==> config.mk <==
export PLATFORM = sky130hd
export DESIGN_NAME = decode_operand_reader_flat
export DESIGN_NICKNAME = d
export VERILOG_FILES = /design/src/rtl/decode_operand_reader_if.sv /design/src/rtl/decode_operand_reader.sv /design/src/flat_wrapper.sv
export SDC_FILE = /design/constraint.sdc
export NUM_CORES = 1
export LEC_CHECK = 0
export CAP_MARGIN = 15
export CORE_AREA = 2 2 165 167
export CTS_CLUSTER_SIZE = 24
export DETAILED_ROUTE_END_ITERATION = 8
export DIE_AREA = 0 0 167 169
export PLACE_DENSITY = 0.74
export SLEW_MARGIN = 40
export SYNTH_ARGS = -nofsm -noshare
export SYNTH_HDL_FRONTEND = slang
export SYNTH_SLANG_ARGS = --single-unit
==> constraint.sdc <==
create_clock -name clk -period 2.1 [get_ports clk]
set_clock_uncertainty 0.1 [all_clocks]
set_input_delay 0.525 -clock clk [delete_from_list [all_inputs] [get_ports clk]]
set_output_delay 0.525 -clock clk [all_outputs]
set_load 0.02 [all_outputs]
==> src/rtl/decode_operand_reader_if.sv <==
// Fetch->decode instruction bundle and decode->execute pipeline-register bundle.
// master = upstream/downstream environment, slave = the decode stage.
interface decode_operand_reader_if #(
  parameter int DATA_W = 32,
  parameter int REG_W  = 3
);
  logic              in_valid;
  logic              in_ready;
  logic [3:0]        in_icode;
  logic [REG_W-1:0]  in_rA;
  logic [REG_W-1:0]  in_rB;
  logic              in_useA;
  logic              in_useB;
  logic [DATA_W-1:0] in_valC;
  logic [REG_W-1:0]  in_dstE;
  logic [REG_W-1:0]  in_dstM;
  logic              in_dstE_en;
  logic              in_dstM_en;

  logic              out_valid;
  logic              out_ready;
  logic [3:0]        out_icode;
  logic [DATA_W-1:0] out_valA;
  logic [DATA_W-1:0] out_valB;
  logic [DATA_W-1:0] out_valC;
  logic [REG_W-1:0]  out_dstE;
  logic              out_dstE_en;
  logic [REG_W-1:0]  out_dstM;
  logic              out_dstM_en;

  modport master (
    output in_valid, in_icode, in_rA, in_rB, in_useA, in_useB, in_valC,
           in_dstE, in_dstM, in_dstE_en, in_dstM_en, out_ready,
    input  in_ready, out_valid, out_icode, out_valA, out_valB, out_valC,
           out_dstE, out_dstE_en, out_dstM, out_dstM_en
  );

  modport slave (
    input  in_valid, in_icode, in_rA, in_rB, in_useA, in_useB, in_valC,
           in_dstE, in_dstM, in_dstE_en, in_dstM_en, out_ready,
    output in_ready, out_valid, out_icode, out_valA, out_valB, out_valC,
           out_dstE, out_dstE_en, out_dstM, out_dstM_en
  );
endinterface

==> src/rtl/decode_operand_reader.sv <==
// Y86 decode stage: register-file read addressing, operand forwarding from
// E/M/W, load-use stall, and the D->E pipeline register.
module decode_operand_reader #(
  parameter int DATA_W = 32,
  parameter int REG_W  = 3
) (
  input  logic                        clk,
  input  logic                        reset,
  input  logic                        flush,
  decode_operand_reader_if.slave      bus,
  output logic [REG_W-1:0]            srcA,
  output logic [REG_W-1:0]            srcB,
  input  logic [DATA_W-1:0]           rf_valA,
  input  logic [DATA_W-1:0]           rf_valB,
  input  logic [REG_W-1:0]            e_dst,
  input  logic                        e_en,
  input  logic [DATA_W-1:0]           e_val,
  input  logic [REG_W-1:0]            e_load_dst,
  input  logic                        e_load_en,
  input  logic [REG_W-1:0]            mE_dst,
  input  logic                        mE_en,
  input  logic [DATA_W-1:0]           mE_val,
  input  logic [REG_W-1:0]            mM_dst,
  input  logic                        mM_en,
  input  logic [DATA_W-1:0]           mM_val,
  input  logic [REG_W-1:0]            wE_dst,
  input  logic                        wE_en,
  input  logic [DATA_W-1:0]           wE_val,
  input  logic [REG_W-1:0]            wM_dst,
  input  logic                        wM_en,
  input  logic [DATA_W-1:0]           wM_val
);

  logic [DATA_W-1:0] opA;
  logic [DATA_W-1:0] opB;
  logic              hazard;
  logic              space;
  logic              inReady;

  logic              outValid;
  logic [3:0]        outIcode;
  logic [DATA_W-1:0] outValA;
  logic [DATA_W-1:0] outValB;
  logic [DATA_W-1:0] outValC;
  logic [REG_W-1:0]  outDstE;
  logic              outDstEEn;
  logic [REG_W-1:0]  outDstM;
  logic              outDstMEn;

  // Youngest producer wins; the W bypass covers the register-file write that
  // only lands on this same clock edge.
  function automatic logic [DATA_W-1:0] pickOperand(
    input logic              readsReg,
    input logic [REG_W-1:0]  r,
    input logic [DATA_W-1:0] rfVal
  );
    if (!readsReg)                return rfVal;
    if (e_en  && (e_dst  == r))   return e_val;
    if (mM_en && (mM_dst == r))   return mM_val;
    if (mE_en && (mE_dst == r))   return mE_val;
    if (wM_en && (wM_dst == r))   return wM_val;
    if (wE_en && (wE_dst == r))   return wE_val;
    return rfVal;
  endfunction

  assign srcA = bus.in_rA;
  assign srcB = bus.in_rB;

  // Operand selection and handshake control.
  always_comb begin
    opA     = pickOperand(bus.in_useA, bus.in_rA, rf_valA);
    opB     = pickOperand(bus.in_useB, bus.in_rB, rf_valB);
    hazard  = bus.in_valid && e_load_en &&
              ((bus.in_useA && (bus.in_rA == e_load_dst)) ||
               (bus.in_useB && (bus.in_rB == e_load_dst)));
    space   = !outValid || bus.out_ready;
    inReady = flush || (space && !hazard);
  end

  // D->E pipeline register: reset, flush, load, bubble, then hold.
  always_ff @(posedge clk) begin
    if (reset) begin
      outValid  <= 1'b0;
      outIcode  <= '0;
      outValA   <= '0;
      outValB   <= '0;
      outValC   <= '0;
      outDstE   <= '0;
      outDstEEn <= 1'b0;
      outDstM   <= '0;
      outDstMEn <= 1'b0;
    end else if (flush) begin
      outValid  <= 1'b0;
    end else if (bus.in_valid && inReady) begin
      outValid  <= 1'b1;
      outIcode  <= bus.in_icode;
      outValA   <= opA;
      outValB   <= opB;
      outValC   <= bus.in_valC;
      outDstE   <= bus.in_dstE;
      outDstEEn <= bus.in_dstE_en;
      outDstM   <= bus.in_dstM;
      outDstMEn <= bus.in_dstM_en;
    end else if (space) begin
      outValid  <= 1'b0;
    end
  end

  assign bus.in_ready    = inReady;
  assign bus.out_valid   = outValid;
  assign bus.out_icode   = outIcode;
  assign bus.out_valA    = outValA;
  assign bus.out_valB    = outValB;
  assign bus.out_valC    = outValC;
  assign bus.out_dstE    = outDstE;
  assign bus.out_dstE_en = outDstEEn;
  assign bus.out_dstM    = outDstM;
  assign bus.out_dstM_en = outDstMEn;

endmodule
==> src/flat_wrapper.sv <==
// flat-port wrapper written by rule: the top's interface ports become plain ports
module decode_operand_reader_flat 
#(
  parameter int DATA_W = 32,
  parameter int REG_W  = 3
)
  (clk, reset, flush, srcA, srcB, rf_valA, rf_valB, e_dst, e_en, e_val, e_load_dst, e_load_en, mE_dst, mE_en, mE_val, mM_dst, mM_en, mM_val, wE_dst, wE_en, wE_val, wM_dst, wM_en, wM_val, bus_in_valid, bus_in_icode, bus_in_rA, bus_in_rB, bus_in_useA, bus_in_useB, bus_in_valC, bus_in_dstE, bus_in_dstM, bus_in_dstE_en, bus_in_dstM_en, bus_out_ready, bus_in_ready, bus_out_valid, bus_out_icode, bus_out_valA, bus_out_valB, bus_out_valC, bus_out_dstE, bus_out_dstE_en, bus_out_dstM, bus_out_dstM_en);
  decode_operand_reader_if #(.DATA_W(DATA_W), .REG_W(REG_W)) bus_i ();
  input  logic clk;
  input  logic reset;
  input  logic flush;
  output logic [REG_W-1:0] srcA;
  output logic [REG_W-1:0] srcB;
  input  logic [DATA_W-1:0] rf_valA;
  input  logic [DATA_W-1:0] rf_valB;
  input  logic [REG_W-1:0] e_dst;
  input  logic e_en;
  input  logic [DATA_W-1:0] e_val;
  input  logic [REG_W-1:0] e_load_dst;
  input  logic e_load_en;
  input  logic [REG_W-1:0] mE_dst;
  input  logic mE_en;
  input  logic [DATA_W-1:0] mE_val;
  input  logic [REG_W-1:0] mM_dst;
  input  logic mM_en;
  input  logic [DATA_W-1:0] mM_val;
  input  logic [REG_W-1:0] wE_dst;
  input  logic wE_en;
  input  logic [DATA_W-1:0] wE_val;
  input  logic [REG_W-1:0] wM_dst;
  input  logic wM_en;
  input  logic [DATA_W-1:0] wM_val;
  input wire logic [$bits(bus_i.in_valid)-1:0] bus_in_valid;
  input wire logic [$bits(bus_i.in_icode)-1:0] bus_in_icode;
  input wire logic [$bits(bus_i.in_rA)-1:0] bus_in_rA;
  input wire logic [$bits(bus_i.in_rB)-1:0] bus_in_rB;
  input wire logic [$bits(bus_i.in_useA)-1:0] bus_in_useA;
  input wire logic [$bits(bus_i.in_useB)-1:0] bus_in_useB;
  input wire logic [$bits(bus_i.in_valC)-1:0] bus_in_valC;
  input wire logic [$bits(bus_i.in_dstE)-1:0] bus_in_dstE;
  input wire logic [$bits(bus_i.in_dstM)-1:0] bus_in_dstM;
  input wire logic [$bits(bus_i.in_dstE_en)-1:0] bus_in_dstE_en;
  input wire logic [$bits(bus_i.in_dstM_en)-1:0] bus_in_dstM_en;
  input wire logic [$bits(bus_i.out_ready)-1:0] bus_out_ready;
  output wire logic [$bits(bus_i.in_ready)-1:0] bus_in_ready;
  output wire logic [$bits(bus_i.out_valid)-1:0] bus_out_valid;
  output wire logic [$bits(bus_i.out_icode)-1:0] bus_out_icode;
  output wire logic [$bits(bus_i.out_valA)-1:0] bus_out_valA;
  output wire logic [$bits(bus_i.out_valB)-1:0] bus_out_valB;
  output wire logic [$bits(bus_i.out_valC)-1:0] bus_out_valC;
  output wire logic [$bits(bus_i.out_dstE)-1:0] bus_out_dstE;
  output wire logic [$bits(bus_i.out_dstE_en)-1:0] bus_out_dstE_en;
  output wire logic [$bits(bus_i.out_dstM)-1:0] bus_out_dstM;
  output wire logic [$bits(bus_i.out_dstM_en)-1:0] bus_out_dstM_en;
  assign bus_i.in_valid = bus_in_valid;
  assign bus_i.in_icode = bus_in_icode;
  assign bus_i.in_rA = bus_in_rA;
  assign bus_i.in_rB = bus_in_rB;
  assign bus_i.in_useA = bus_in_useA;
  assign bus_i.in_useB = bus_in_useB;
  assign bus_i.in_valC = bus_in_valC;
  assign bus_i.in_dstE = bus_in_dstE;
  assign bus_i.in_dstM = bus_in_dstM;
  assign bus_i.in_dstE_en = bus_in_dstE_en;
  assign bus_i.in_dstM_en = bus_in_dstM_en;
  assign bus_i.out_ready = bus_out_ready;
  assign bus_in_ready = bus_i.in_ready;
  assign bus_out_valid = bus_i.out_valid;
  assign bus_out_icode = bus_i.out_icode;
  assign bus_out_valA = bus_i.out_valA;
  assign bus_out_valB = bus_i.out_valB;
  assign bus_out_valC = bus_i.out_valC;
  assign bus_out_dstE = bus_i.out_dstE;
  assign bus_out_dstE_en = bus_i.out_dstE_en;
  assign bus_out_dstM = bus_i.out_dstM;
  assign bus_out_dstM_en = bus_i.out_dstM_en;
  decode_operand_reader #(.DATA_W(DATA_W), .REG_W(REG_W)) u_core (.clk(clk), .reset(reset), .flush(flush), .bus(bus_i), .srcA(srcA), .srcB(srcB), .rf_valA(rf_valA), .rf_valB(rf_valB), .e_dst(e_dst), .e_en(e_en), .e_val(e_val), .e_load_dst(e_load_dst), .e_load_en(e_load_en), .mE_dst(mE_dst), .mE_en(mE_en), .mE_val(mE_val), .mM_dst(mM_dst), .mM_en(mM_en), .mM_val(mM_val), .wE_dst(wE_dst), .wE_en(wE_en), .wE_val(wE_val), .wM_dst(wM_dst), .wM_en(wM_en), .wM_val(wM_val));
endmodule
==> impl_metrics.sql <==
INSERT INTO impl_metrics (metric_group, metric, value, unit) VALUES
('layout', 'final_cell_mix', 'clkdlybuf4s50_1 (388), dfxtp_1 (109), nand2_1 (91), buf_4 (86), nand3b_1 (64)', ''),
('layout', 'drive_gt1_share', '20.4', '%'),
('layout', 'layout.cell_area.non_filler', '14300', 'um2'),
('synthesis', 'yosys.area.top_type', 'dfxtp_1', ''),
('layout', 'count_of_non_filler_cells_in_the_finished_layout', '1718', ''),
('drt', 'routed_vias', '10200', ''),
('timing', 'report.final.slew_viol_count', '0', ''),
('power_and_ir_drop', 'p_comb_share', '41.6', '%'),
('global_route', 'track_usage', '28.8', '%'),
('synthesis', 'yosysTopAreaCellShare', '27.6', '%'),
('timing', 'fin_crit_sh', '99.7', '%'),
('critical_path', 'timing.critical_path.max_delay_family', 'buffers and inverters', ''),
('drt', 'dr.first_iter.drc_count', '822', ''),
('layout', 'nets', '1675', ''),
('power_and_ir_drop', 'swShare', '33.8', '%'),
('synthesis', 'synthFlopType', 'dfxtp_1', ''),
('layout', 'fillCellCount', '2372', ''),
('global_route', 'grt_max_degree', '112', ''),
('drt', 'wl_met1', '15900', 'um'),
('worst_hold_path', 'instance_count_along_the_most_critical_hold_path', '2', ''),
('clock_network', 'cts_tree', 'yes', ''),
('timing', 'final_hold_viol_count', '0', ''),
('critical_path', 'crit_chain', 'clkdlybuf4s15_2 -> or4b_4 -> buf_4 -> buf_12 -> a221oi_2 -> o22ai_2 -> o211ai_1', ''),
('drt', 'detailedRoute.firstPassIterationCount', '6', ''),
('die', 'coreArea', '26500', 'um2'),
('placement', 'gp_congestion', '0.940', ''),
('drt', 'vias_per_cell', '5.96', ''),
('global_route', 'global_route.overflow_total', '0', ''),
('placement', 'port_buffers', '420', ''),
('flow_run', 'max-cap-violations', '0', ''),
('die', 'core_rows', '60', ''),
('synthesis', 'synthDistinctLibCells', '36', ''),
('critical_path', 'arrival_time_at_the_worst_endpoint', '2280', 'ps'),
('global_route', 'grt_pass1_wl', '62800', 'um'),
('clock_network', 'latest_clock_arrival_within_the_worst_skew_pair', '370', 'ps'),
('timing', 'maxClockFrequency', '477', 'MHz'),
('worst_hold_path', 'min_from', 'u_core.bus.out_valC[13]$_SDFFE_PP0P_', ''),
('die', 'start_util', '29.8', '%'),
('clock_network', 'cts.reportedPaths.clkPinSlew', '80', 'ps'),
('critical_path', 'critPathRequiredTime', '2280', 'ps'),
('power_and_ir_drop', 'ir_drop', '0.000349', 'V'),
('critical_path', 'critical_path_peak_fanout', '5', ''),
('critical_path', 'rrSetupSlack', '390', 'ps'),
('clock_network', 'tritoncts_num_sinks', '109', ''),
('worst_hold_path', 'min_to', 'u_core.bus.out_valC[13]$_SDFFE_PP0P_', ''),
('synthesis', 'count_of_flip_flops_with_a_built_in_enable_after_synthesis', '0', ''),
('layout', 'ff_latch_area', '2180', 'um2'),
('drt', 'drcViolationCount', '0', ''),
('clock_network', 'cts.hold.buffers_added', '0', ''),
('drt', 'wirelength', '43100', 'um'),
('synthesis', 'synth_seq_cells', '109', ''),
('synthesis', 'syn-num-nets', '1227', ''),
('worst_hold_path', 'worstHoldPathType', 'reg2reg', ''),
('timing', 'final_period_minus_worst_setup_slack', '2090', 'ps'),
('global_route', 'first_global_vias', '10700', ''),
('synthesis', 'syn_inst', '922', ''),
('clock_network', 'cts_buffer_depth', '2', ''),
('critical_path', 'critical_path.reg2reg.startpoint', 'u_core.bus.out_valid$_SDFFE_PP0P_', ''),
('placement', 'placed_cells', '1674', ''),
('drt', 'avgRoutedWirePerCell', '25.1', 'um'),
('drt', 'routed-wl-met3', '4250', 'um'),
('critical_path', 'timing.critical_path.slowest_stage_cell', 'or4b_4', ''),
('outcome', 'outcome', 'finished clean', ''),
('synthesis', 'seq_area_frac_synth', '27.6', '%'),
('die', 'dieWidth', '167', 'um'),
('drt', 'top_layer_used', 'met5', ''),
('power_and_ir_drop', 'pwr-share-clk', '26.8', '%'),
('global_route', 'antenna_found_initial', '4', ''),
('clock_network', 'htreeDepth', '3', ''),
('power_and_ir_drop', 'power.share.sequential', '31.6', '%'),
('synthesis', 'asyncSetResetFlopFracSynth', '0', '%');
-- routing by layer --
| metal | vias to the layer above | GRT usage [%] |
|---|---|---|
| li1 | 4490 | - |
| met1 | 4770 | 32.9 |
| met2 | 788 | 49.6 |
| met3 | 187 | 6.34 |
| met4 | 4 | 17.1 |
| met5 | - | 0 |
-- flip-flops by register name, indices dropped and copies added (netlist names) --
signal and count:
u_core.bus.out_valC 32, u_core.bus.out_valB 32, u_core.bus.out_valA 32, u_core.bus.out_icode 4, u_core.bus.out_dstM_en 1, u_core.bus.out_dstE 3
u_core.bus.out_valid 1, u_core.bus.out_dstM 3, u_core.bus.out_dstE_en 1
-- per-stage QoR --
| step | utilization (%) | hold WS [ps] | setup WS, ps | total power [mW] |
|---|---|---|---|---|
| global route | 54.1 | 377 | -33.2 | 7.45 |
| floorplan | - | 435 | -132 | 3.59 |
| finish | 54.1 | 355 | 5.35 | 7.18 |
| detailed placement | 50.4 | 346 | -916 | 5.08 |
| global placement | 50.3 | 341 | -991 | 5.05 |
| CTS | 53.1 | 357 | -39.3 | 7.09 |
-- worst register-to-register path: cells and delay by family, from the launching register on --
kind | cells | cell delay (ps)
buf+inv | 2 | 590
simple gates | 3 | 470
flops | 1 | 350
compound gates | 1 | 130
-- logic make-up (layout without fill, tap and decap cells) --
group,after synthesis,after routing,share of synthesized area [%]
compound gates,305,305,32.7
simple gates,288,288,20.0
buf+inv,120,573,7.52
flops,109,109,27.6
mux,64,64,8.11
xor+xnor,36,36,3.99
other cells,0,2,0
-- synthesized netlist by cell type (all sizes together) (3+ instances only) --
master  count
inv         3
and4        8
nand3      62
nand3b     64
a21oi      50
xnor2      30
nand2      93
o211ai     62
mux2i      64
a211oi      3
a221o      62
o22ai      62
nor2b      30
nor2       10
a221oi     60
clkbuf     74
nand4       8
dfxtp     109
buf        43
nand2b      4
xor2        6
-- repair_timing --
action	CTS	global route
gates cloned	5	1
endpoints found under the hold margin	0	0
gates resized for setup	114	72
pin swaps	28	54
endpoints found under the setup margin	115	68
buffers inserted	17	8
-- worst max-delay path by stage --
| stage | to | cells past startpoint | startpoint | slack, ps |
|---|---|---|---|---|
| floorplan | u_core.bus.out_valA[28]$_SDFFE_PP0P_ | 8 | bus_in_rA[1] | -130 |
| global placement | u_core.bus.out_valB[20]$_SDFFE_PP0P_ | 8 | bus_in_rB[0] | -990 |
| detailed placement | bus_in_ready | 7 | bus_in_rB[2] | -920 |
| CTS | bus_in_ready | 7 | e_load_dst[1] | -40 |
| global route | u_core.bus.out_valA[29]$_SDFFE_PP0P_ | 9 | wE_dst[2] | -30 |
| finish | u_core.bus.out_valA[3]$_SDFFE_PP0P_ | 7 | wM_en | 5 |
-- area by class of cell --
class / instances / area share [%]
Tap cell: 341 / 2.97
Antenna cell: 2 / 0.0349
Clock inverter: 7 / 0.610
Multi-Input combinational cell: 693 / 39.0
Timing Repair Buffer: 554 / 40.5
Clock buffer: 9 / 1.57
Sequential cell: 109 / 15.2
Inverter: 3 / 0.0785
-- power by group through the flow --
stage / Clock [mW] / Combinational, mW / Sequential [mW]
finish: 1.92 / 2.99 / 2.27
global route: 2.03 / 3.12 / 2.29
CTS: 1.95 / 2.87 / 2.27
detailed placement: 0 / 2.76 / 2.32
global placement: 0 / 2.73 / 2.32
floorplan: 0 / 1.12 / 2.47
Power figures use the tool's default switching activity.
